--- src/rtl/alu_pkg.sv ---
// rtl/alu_pkg.sv - funct codes and FSM state encoding for mips_seq_alu
package alu_pkg;

    localparam logic [5:0] FN_SLL   = 6'b000000;
    localparam logic [5:0] FN_SRL   = 6'b000010;
    localparam logic [5:0] FN_SRA   = 6'b000011;
    localparam logic [5:0] FN_SLLV  = 6'b000100;
    localparam logic [5:0] FN_SRLV  = 6'b000110;
    localparam logic [5:0] FN_MFHI  = 6'b010000;
    localparam logic [5:0] FN_MFLO  = 6'b010010;
    localparam logic [5:0] FN_MULT  = 6'b011000;
    localparam logic [5:0] FN_MULTU = 6'b011001;
    localparam logic [5:0] FN_DIV   = 6'b011010;
    localparam logic [5:0] FN_DIVU  = 6'b011011;
    localparam logic [5:0] FN_ADD   = 6'b100000;
    localparam logic [5:0] FN_ADDU  = 6'b100001;
    localparam logic [5:0] FN_SUB   = 6'b100010;
    localparam logic [5:0] FN_SUBU  = 6'b100011;
    localparam logic [5:0] FN_AND   = 6'b100100;
    localparam logic [5:0] FN_OR    = 6'b100101;
    localparam logic [5:0] FN_XOR   = 6'b100110;
    localparam logic [5:0] FN_NOR   = 6'b100111;
    localparam logic [5:0] FN_SLT   = 6'b101010;
    localparam logic [5:0] FN_SLTU  = 6'b101011;

    typedef enum logic [1:0] {
        ST_IDLE = 2'd0,
        ST_MUL  = 2'd1,
        ST_DIV  = 2'd2,
        ST_FIN  = 2'd3
    } state_t;

endpackage

--- src/rtl/muldiv_iter.sv ---
// rtl/muldiv_iter.sv - iterative shift-add multiplier / restoring divider (divider under MULDIV_DIV_EN)
module muldiv_iter #(
    parameter int WIDTH   = 32,
    parameter int SHAMT_W = 5
) (
    input  logic             clk,
    input  logic             rst_n,
    input  logic             load,
    input  logic             step,
`ifdef MULDIV_DIV_EN
    input  logic             div_mode,
`endif
    input  logic             sgn,
    input  logic [WIDTH-1:0] a,
    input  logic [WIDTH-1:0] b,
    output logic [WIDTH-1:0] hi_out,
    output logic [WIDTH-1:0] lo_out,
    output logic             last
);

    // acc is {product_hi, multiplier} for multiply and {remainder, quotient} for divide
    logic [2*WIDTH-1:0] acc;
    logic [WIDTH-1:0]   opnd;
    logic [SHAMT_W-1:0] count;
    logic               neg_res;
    logic [WIDTH-1:0]   mag_a;
    logic [WIDTH-1:0]   mag_b;
    logic [WIDTH:0]     add_sum;
    logic [2*WIDTH-1:0] prod_fix;

    assign mag_a    = (sgn && a[WIDTH-1]) ? -a : a;
    assign mag_b    = (sgn && b[WIDTH-1]) ? -b : b;
    assign add_sum  = {1'b0, acc[2*WIDTH-1:WIDTH]} + (acc[0] ? {1'b0, opnd} : '0);
    assign prod_fix = neg_res ? -acc : acc;
    assign last     = (count == SHAMT_W'(WIDTH - 1));

`ifdef MULDIV_DIV_EN
    logic             mode_div;
    logic             neg_rem;
    logic             div_zero;
    logic [WIDTH-1:0] a_raw;
    logic [WIDTH:0]   trial;

    assign trial = {acc[2*WIDTH-1:WIDTH], acc[WIDTH-1]} - {1'b0, opnd};

    always_comb begin
        hi_out = prod_fix[2*WIDTH-1:WIDTH];
        lo_out = prod_fix[WIDTH-1:0];
        if (mode_div) begin
            if (div_zero) begin
                hi_out = a_raw;
                lo_out = '1;
            end else begin
                hi_out = neg_rem ? -acc[2*WIDTH-1:WIDTH] : acc[2*WIDTH-1:WIDTH];
                lo_out = neg_res ? -acc[WIDTH-1:0] : acc[WIDTH-1:0];
            end
        end
    end
`else
    assign hi_out = prod_fix[2*WIDTH-1:WIDTH];
    assign lo_out = prod_fix[WIDTH-1:0];
`endif

    always_ff @(posedge clk) begin
        if (!rst_n) begin
            acc     <= '0;
            opnd    <= '0;
            count   <= '0;
            neg_res <= 1'b0;
`ifdef MULDIV_DIV_EN
            mode_div <= 1'b0;
            neg_rem  <= 1'b0;
            div_zero <= 1'b0;
            a_raw    <= '0;
`endif
        end else if (load) begin
            count   <= '0;
            neg_res <= sgn & (a[WIDTH-1] ^ b[WIDTH-1]);
`ifdef MULDIV_DIV_EN
            mode_div <= div_mode;
            neg_rem  <= sgn & a[WIDTH-1];
            div_zero <= (b == '0);
            a_raw    <= a;
            if (div_mode) begin
                acc  <= {{WIDTH{1'b0}}, mag_a};
                opnd <= mag_b;
            end else begin
                acc  <= {{WIDTH{1'b0}}, mag_b};
                opnd <= mag_a;
            end
`else
            acc  <= {{WIDTH{1'b0}}, mag_b};
            opnd <= mag_a;
`endif
        end else if (step) begin
            count <= count + 1'b1;
`ifdef MULDIV_DIV_EN
            if (mode_div) begin
                // Restore is implicit: a failed trial just keeps the shifted remainder
                if (!trial[WIDTH])
                    acc <= {trial[WIDTH-1:0], acc[WIDTH-2:0], 1'b1};
                else
                    acc <= {acc[2*WIDTH-2:0], 1'b0};
            end else begin
                acc <= {add_sum, acc[WIDTH-1:1]};
            end
`else
            acc <= {add_sum, acc[WIDTH-1:1]};
`endif
        end
    end

endmodule

--- src/rtl/mips_seq_alu.sv ---
// rtl/mips_seq_alu.sv - clocked MIPS R-type ALU with iterative mult/div and HI/LO; div/divu need MULDIV_DIV_EN
module mips_seq_alu
    import alu_pkg::*;
#(
    parameter int WIDTH   = 32,
    parameter int SHAMT_W = 5
) (
    input  logic               clk,
    input  logic               rst_n,
    input  logic               start,
    input  logic [5:0]         funct,
    input  logic [SHAMT_W-1:0] shamt,
    input  logic [WIDTH-1:0]   a,
    input  logic [WIDTH-1:0]   b,
    output logic [WIDTH-1:0]   result,
    output logic               carry_out,
    output logic               overflow,
    output logic               zero,
    output logic               busy,
    output logic               done,
    output logic [WIDTH-1:0]   hi,
    output logic [WIDTH-1:0]   lo
);

    state_t           state;
    logic [WIDTH:0]   sum_ext;
    logic [WIDTH:0]   diff_ext;
    logic             add_ovf;
    logic             sub_ovf;
    logic [WIDTH-1:0] alu_res;
    logic             alu_carry;
    logic             alu_ovf;
    logic             alu_known;
    logic             is_mul;
    logic             is_div;
    logic             sgn;
    logic             md_load;
    logic             md_last;
    logic [WIDTH-1:0] md_hi;
    logic [WIDTH-1:0] md_lo;

    assign sum_ext  = {1'b0, a} + {1'b0, b};
    assign diff_ext = {1'b0, a} - {1'b0, b};
    assign add_ovf  = (a[WIDTH-1] == b[WIDTH-1]) && (sum_ext[WIDTH-1] != a[WIDTH-1]);
    assign sub_ovf  = (a[WIDTH-1] != b[WIDTH-1]) && (diff_ext[WIDTH-1] != a[WIDTH-1]);

    assign is_mul = (funct == FN_MULT) || (funct == FN_MULTU);
`ifdef MULDIV_DIV_EN
    assign is_div = (funct == FN_DIV) || (funct == FN_DIVU);
`else
    assign is_div = 1'b0;
`endif
    assign sgn     = (funct == FN_MULT) || (funct == FN_DIV);
    assign md_load = (state == ST_IDLE) && start && (is_mul || is_div);

    always_comb begin
        alu_res   = '0;
        alu_carry = 1'b0;
        alu_ovf   = 1'b0;
        alu_known = 1'b1;
        case (funct)
            FN_SLL:  alu_res = b << shamt;
            FN_SRL:  alu_res = b >> shamt;
            FN_SRA:  alu_res = $unsigned($signed(b) >>> shamt);
            FN_SLLV: alu_res = b << a[SHAMT_W-1:0];
            FN_SRLV: alu_res = b >> a[SHAMT_W-1:0];
            FN_ADD:  begin alu_res = sum_ext[WIDTH-1:0]; alu_carry = sum_ext[WIDTH]; alu_ovf = add_ovf; end
            FN_ADDU: begin alu_res = sum_ext[WIDTH-1:0]; alu_carry = sum_ext[WIDTH]; end
            FN_SUB:  begin alu_res = diff_ext[WIDTH-1:0]; alu_carry = ~diff_ext[WIDTH]; alu_ovf = sub_ovf; end
            FN_SUBU: begin alu_res = diff_ext[WIDTH-1:0]; alu_carry = ~diff_ext[WIDTH]; end
            FN_AND:  alu_res = a & b;
            FN_OR:   alu_res = a | b;
            FN_XOR:  alu_res = a ^ b;
            FN_NOR:  alu_res = ~(a | b);
            // Sign of the difference is wrong exactly when the subtraction overflowed
            FN_SLT:  alu_res = {{(WIDTH-1){1'b0}}, diff_ext[WIDTH-1] ^ sub_ovf};
            FN_SLTU: alu_res = {{(WIDTH-1){1'b0}}, diff_ext[WIDTH]};
            FN_MFHI: alu_res = hi;
            FN_MFLO: alu_res = lo;
            default: alu_known = 1'b0;
        endcase
    end

    muldiv_iter #(.WIDTH(WIDTH), .SHAMT_W(SHAMT_W)) u_muldiv (
        .clk     (clk),
        .rst_n   (rst_n),
        .load    (md_load),
        .step    ((state == ST_MUL) || (state == ST_DIV)),
`ifdef MULDIV_DIV_EN
        .div_mode(is_div),
`endif
        .sgn     (sgn),
        .a       (a),
        .b       (b),
        .hi_out  (md_hi),
        .lo_out  (md_lo),
        .last    (md_last)
    );

    always_ff @(posedge clk) begin
        if (!rst_n) begin
            state     <= ST_IDLE;
            result    <= '0;
            carry_out <= 1'b0;
            overflow  <= 1'b0;
            zero      <= 1'b0;
            busy      <= 1'b0;
            done      <= 1'b0;
            hi        <= '0;
            lo        <= '0;
        end else begin
            done <= 1'b0;
            case (state)
                ST_IDLE: begin
                    if (start) begin
                        if (is_mul) begin
                            state <= ST_MUL;
                            busy  <= 1'b1;
                        end else if (is_div) begin
                            state <= ST_DIV;
                            busy  <= 1'b1;
                        end else begin
                            result    <= alu_res;
                            carry_out <= alu_carry;
                            overflow  <= alu_ovf;
                            zero      <= alu_known && (alu_res == '0);
                            done      <= 1'b1;
                        end
                    end
                end
                ST_MUL, ST_DIV: begin
                    if (md_last)
                        state <= ST_FIN;
                end
                ST_FIN: begin
                    hi    <= md_hi;
                    lo    <= md_lo;
                    done  <= 1'b1;
                    busy  <= 1'b0;
                    state <= ST_IDLE;
                end
                default: state <= ST_IDLE;
            endcase
        end
    end

endmodule
--- config.mk ---
export PLATFORM = sky130hd
export DESIGN_NAME = mips_seq_alu
export DESIGN_NICKNAME = d
export VERILOG_FILES = /design/src/rtl/alu_pkg.sv /design/src/rtl/muldiv_iter.sv /design/src/rtl/mips_seq_alu.sv
export SDC_FILE = /design/constraint.sdc
export NUM_CORES = 1
export LEC_CHECK = 0
export BUFFER_PORTS_ARGS = -buffer_cell sky130_fd_sc_hd__buf_2
export CORE_MARGIN = 10
export CORE_UTILIZATION = 45
export DETAILED_ROUTE_END_ITERATION = 16
export GPL_TIMING_DRIVEN = 0
export MAX_ROUTING_LAYER = met4
export PLACE_DENSITY_LB_ADDON = 0.3
export SETUP_SLACK_MARGIN = 0.3
export SLEW_MARGIN = 30
export SYNTH_ARGS = -nofsm -noshare
export SYNTH_HDL_FRONTEND = slang
export SYNTH_HIERARCHICAL = 1
export SYNTH_SLANG_ARGS = --single-unit
--- constraint.sdc ---
create_clock -name clk -period 5.95 [get_ports clk]
set_input_delay 0.2975 -clock clk [delete_from_list [all_inputs] [get_ports clk]]
set_output_delay 0.2975 -clock clk [all_outputs]
set_load 0.02 [all_outputs]
# ---- Word level (Yosys, flattened, before mapping)
# Index checks and enable logic that the tools add are counted.
dict set report word_totals {
  in_bits 78
  out_inout_bits 101
  regBits 205
  ramBits 0
  word_cells 109
  mem_bits_ro 0
  latchBits 0
  memories 0
}
dict set report op_classes {
  mux 20
  shifts 5
  add_sub_neg 7
  n_bitwise 10
  eq_ne 30
  reduce_logical 23
  n_lt_le_gt_ge 0
  div_mod_pow 0
  multipliers 0
}
# op n
set op_table {}
lappend op_table {{$pmux 32 s15} 1}
lappend op_table {{$mux 32} 5}
lappend op_table {{$add 32x32->33} 2}
lappend op_table {{$mux 64} 1}
lappend op_table {{$neg 32->32} 2}
lappend op_table {{$neg 64->64} 1}
lappend op_table {{$shl 32x5->32} 2}
lappend op_table {{$shr 32x5->32} 2}
lappend op_table {{$eq 6x6->1 const B} 10}
lappend op_table {{$sub 32x32->33} 1}
lappend op_table {{$and 32x32->32} 1}
lappend op_table {{$logic_not 32->1} 1}
lappend op_table {{$not 32->32} 1}
lappend op_table {{$or 32x32->32} 1}
lappend op_table {{$sshr 32x5->32} 1}
lappend op_table {{$xor 32x32->32} 1}
lappend op_table {{$eq 6x5->1 const B} 5}
lappend op_table {{$reduce_or 17->1} 1}
lappend op_table {{$eq 6x2->1 const B} 2}
lappend op_table {{$eq 6x3->1 const B} 2}
lappend op_table {{$reduce_and 3->1} 3}
lappend op_table {{$pmux 1 s2} 4}
lappend op_table {{$reduce_or 2->1} 4}
lappend op_table {{$logic_and 1x1->1} 7}
lappend op_table {{other kinds (17)} 34}

# ---- Logic depth before layout (Yosys ltp)
dict set report depth {
  word_depth 7
  depth_mapped 25
}

# ---- Cells and area by module
# The synthesis kept the hierarchy.
# module area_per_inst_um2 n_inst cells_per_inst seq_area_each_um2
set modules_own_cells {}
lappend modules_own_cells {mips_seq_alu 16482.1 1 2255 2062.0}
lappend modules_own_cells {muldiv_iter 8429.3 1 1080 2042.0}

# ---- Least setup slack after synthesis
# Ideal clock, no wire load.
dict set report synth_path {
  path_kind {input -> register}
  start {input b[9]}
  end {register zero}
  t_required_ns 5.891
  slack_ns 1.472
  setup_time_ns 0.059
  n_path_buf 2
  stages 24
  t_arrival_ns 4.418
  path_cell_list {clkbuf_1 inv_1 ha_1 clkbuf_1 nor4_1 o21ai_0 nand3_1 o21ai_0 a41oi_1 a21bo_2 a21oi_1 o21bai_1 a21oi_1 nor2_1 nor2_1 fa_1 a21oi_1 a21oi_1 o211ai_1 nor4_1 nand4b_1 nor4_1 and4_1 a41o_1}
}
dict set report synth_between {
  elab_chain_len 7
}
# item line_no
set synth_rtl {}
lappend synth_rtl {{start, declared} mips_seq_alu.sv:14} ;# input logic [WIDTH-1:0] b,
lappend synth_rtl {{$sub 32x32->33} mips_seq_alu.sv:43} ;# assign diff_ext = {1'b0, a} - {1'b0, b};
lappend synth_rtl {{$ne 1x1->1} mips_seq_alu.sv:45} ;# assign sub_ovf = (a[WIDTH-1] != b[WIDTH-1]) && (diff_ext[WIDTH-1] != a[WIDTH-1]);
lappend synth_rtl {{$logic_and 1x1->1} mips_seq_alu.sv:45}
lappend synth_rtl {{$xor 1x1->1} mips_seq_alu.sv:76} ;# FN_SLT: alu_res = {{(WIDTH-1){1'b0}}, diff_ext[WIDTH-1] ^ sub_ovf};
lappend synth_rtl {{$pmux 32 s15 (*)} mips_seq_alu.sv:61} ;# case (funct)
lappend synth_rtl {{$logic_not 32->1 (*)} mips_seq_alu.sv:126} ;# zero <= alu_known && (alu_res == '0);
lappend synth_rtl {{$logic_and 1x1->1 (*)} mips_seq_alu.sv:126}
lappend synth_rtl {{end signal, assigned} mips_seq_alu.sv:126}
lappend synth_rtl {{end, declared} mips_seq_alu.sv:18} ;# output logic zero,
# Mark *: on every way between the ends. The rest lies on a longest branch, timed or not.
# A chain may end at the register's enable or synchronous reset.

# ---- Worst setup path after layout
dict set report layout_path {
  start {input b[23]}
  end {register zero}
}
# The elaborated chain is that of the path after synthesis.

==> flow_metrics.env <==
export IMPL_status="finished clean"
export IMPL_critical_path_arrival_ns=6.13
export IMPL_cp_end_kind="flop"
export IMPL_setup_viol=0
export IMPL_final_nets=3776
export IMPL_syn_area_sq_um=24900
export IMPL_portBuffers=176
export IMPL_h_tree_depth=1
export IMPL_cts_sinks=205
export IMPL_cts_made_buffers=24
export IMPL_place_congestion=1.15
export IMPL_hold_class="in2reg"
export IMPL_clock_path_buffers=3
export IMPL_whs_ns=0.137
export IMPL_dp_hpwl_um=121000
export IMPL_dieArea_sq_um=65200
export IMPL_rr_startpoint="u_muldiv/acc[0]"
export IMPL_cts_root_buf="clkbuf_16"
export IMPL_postRouteAntennaNets=0
export IMPL_yosysTopAreaCell="dfxtp_1"
export IMPL_start_util=0.453
export IMPL_synthTopCellsByArea="dfxtp_1 16%, ha_1 7.3%, mux2i_1 6.8%, a21oi_1 6.0%, xnor2_1 4.7%"
export IMPL_wire_per_inst_um=35.2
export IMPL_placementRows=86
export IMPL_peakVddDrop_uv=277
export IMPL_setup_tns_ns=0
export IMPL_async_flop_share=0
export IMPL_regToRegEndpoint="u_muldiv/acc[61]"
export IMPL_grt_max_degree=16
export IMPL_synthCells=3335
export IMPL_yosysSeqAreaShare=0.165
export IMPL_fin_crit_sh=0.947
export IMPL_dr_total_vias=30391
export IMPL_rsz0062_at_grt="no"
export IMPL_dieWidth_um=255
export IMPL_synth_edff_count=0
export IMPL_yosys_top_cells_count="297 x a21oi_1, 280 x nand2_1, 256 x nor2_1, 205 x dfxtp_1, 199 x o21ai_0"
export IMPL_wl_um=152000
export IMPL_ys_warnings_count=6
export IMPL_synth_cell_type_count=103
export IMPL_worstHoldPathCells=3
export IMPL_area_growth_pct=12.2
export IMPL_drive_above_1_share=0.123
export IMPL_first_pass_iters=8
export IMPL_grt_pass1_wl_um=211000
export IMPL_drcViolationCount=0
export IMPL_clkTransAtPathRegs_ns=0.07
export IMPL_fill_cells=5589
export IMPL_grtUsageTotal=0.464
export IMPL_die_height_um=255
export IMPL_max_freq_mhz=177
export IMPL_vias_per_cell=7.03
export IMPL_pre_cts_slack_ns=-1.49
export IMPL_crit_path_max_fanout=10
export IMPL_grt_pass1_vias=28268
export IMPL_fin_ws_ns=0.314
export IMPL_antenna_found_initial=12
export IMPL_ios=179
export IMPL_fin_skew_ns=0.0492
export IMPL_cts_tree="done"
export IMPL_p_leak_nw=11.2
export IMPL_drv_cap=0
export IMPL_synth_seq_cells=205
export IMPL_r2r_cells=12
export IMPL_avgSynthCellArea_sq_um=7.47
export IMPL_first_iter_violations=4439
export IMPL_crit_path_start_kind="input port"
export IMPL_insertion_delay_ns=0.58
export IMPL_min_to="u_muldiv/opnd[25]"
export IMPL_min_period_ns=5.64
export IMPL_slew_headroom=0.236
export IMPL_final_hold_viol_count=0
export IMPL_synth_top_flop_cell="dfxtp_1"
export IMPL_critical_path_class="in2reg"
export IMPL_r2r_slack_ns=1.83
export IMPL_post_synth_top_count_cell="a21oi_1"
export IMPL_worst_slew_pin_slew_ns=1.15
export IMPL_core_sq_um=55000
export IMPL_cellPowerDensity_nw_per_um2=176
export IMPL_synth_top_area_frac=0.165
export IMPL_required_ns=6.45
export IMPL_slew_violations=0
export IMPL_min_delay_start="a[25]"
export IMPL_grt_overflow=0
export IMPL_ctsHoldBuffers=0
export IMPL_syn_nets=3563
## cells by family (layout without fill, tap and decap cells)
family	after synthesis	after routing	share of synthesized area
flip-flops	205	205	0.165
buffers and inverters	384	615	0.0612
XOR/XNOR	176	176	0.0619
other	0	12	0
AND/OR/NAND/NOR	1102	1102	0.223
adder cells (fa/ha/maj)	150	150	0.0765
AO/OA/AOI/OAI	1087	1087	0.296
multiplexers	231	231	0.117
## sequential cells by signal, summed over array words and instances, names as in the netlist
signal	cells
busy	1
carry_out	1
done	1
hi	32
lo	32
overflow	1
result	32
state	2
u_muldiv/acc	64
u_muldiv/count	5
u_muldiv/neg_res	1
u_muldiv/opnd	32
zero	1
## cell type report
cell class	instances	area, sq um	area share
multi-input combinational	2746	19500	0.696
clock buffer	31	678	0.0243
buffer	259	1090	0.0390
timing repair buffer	187	971	0.0347
clock inverter	13	184	0.00658
inverter	125	492	0.0176
tap	748	936	0.0335
antenna	12	30.0	0.00107
sequential	205	4100	0.147
## power by group
| part | leakage [nW] | total, W | switching (W) | internal (W) |
|---|---|---|---|---|
| logic | 9.11 | 0.00185 | 0.00131 | 0.000534 |
| clock network | 0.415 | 0.00166 | 0.000674 | 0.000983 |
| registers | 1.66 | 0.00142 | 0.0000206 | 0.00140 |
## layout by cell type, fill, tap and decap left out, drive strengths merged, types with 16 or more instances in the layout
cell type,Yosys,final
dfxtp,205,205
nand2b,31,31
o221ai,20,20
nor2b,98,98
inv,125,120
nor4,41,41
ha,146,146
xor2,43,43
a22oi,54,54
buf,71,254
o211a,45,45
and3,20,20
o211ai,42,42
o41ai,16,16
xnor2,133,133
nor2,258,258
a2111oi,22,22
a221oi,25,25
nor3,99,99
clkbuf,188,223
o31ai,43,43
a21oi,297,297
o21ai,209,209
nand4,34,34
mux2i,169,169
o32ai,22,22
mux4,47,47
or3,22,22
nand3,82,82
nand2,284,284
a21o,36,36
a211oi,56,56
and2,56,56
a31oi,26,26
o22ai,29,29
## layer usage
layer | vias to the layer above | wire length, um | global-route usage
met2 | 2386 | 63300 | 0.671
li1 | 12889 | - | -
met4 | 0 | 16600 | 0.413
met5 | - | 0 | -
met3 | 678 | 18500 | 0.145
met1 | 14438 | 54000 | 0.510
## critical path: stages
cell	delay, ns
buf_2	0.42
clkbuf_1	0.65
inv_1	0.44
ha_1	0.41
clkbuf_1	0.24
a21o_1	0.23
a41oi_2	0.28
a21bo_2	0.23
a21oi_1	0.07
o21bai_1	0.16
a21oi_1	0.10
nor2_1	0.12
nor2_1	0.07
fa_1	0.48
a31oi_1	0.18
nor3_1	0.07
nor3_2	0.26
o221ai_2	0.25
a221o_1	0.41
a21oi_1	0.20
nand2_1	0.07
nor4_1	0.25
a41o_1	0.21
## metrics by stage
stage | instances | utilization | power (W) | area [sq um]
floorplan | 3335 | - | 0.00246 | 24900
global route | 4325 | 0.508 | 0.00502 | 27900
global placement | 4259 | 0.486 | 0.00316 | 26700
CTS | 4308 | 0.505 | 0.00480 | 27800
detailed placement | 4260 | 0.488 | 0.00315 | 26800
finish | 4326 | 0.508 | 0.00493 | 28000
## worst max path at each step
stage	cells after the start	startpoint	to
5_1_grt	26	b[9]	zero
3_3_place_gp	26	b[9]	zero
4_1_cts	26	b[9]	zero
6_report	23	b[23]	zero
3_5_place_dp	26	b[9]	zero
2_1_floorplan	24	b[9]	zero
## what timing repair did
item | 4_1_cts | 5_1_grt
resized for setup | 22 | 31
endpoints found under the hold margin | 0 | 0
setup endpoints to repair | 3 | 2
gates cloned | 0 | 0
buffers inserted | 4 | 5
pin swaps | 0 | 2
Note: power is estimated with default switching activity, not from simulation.
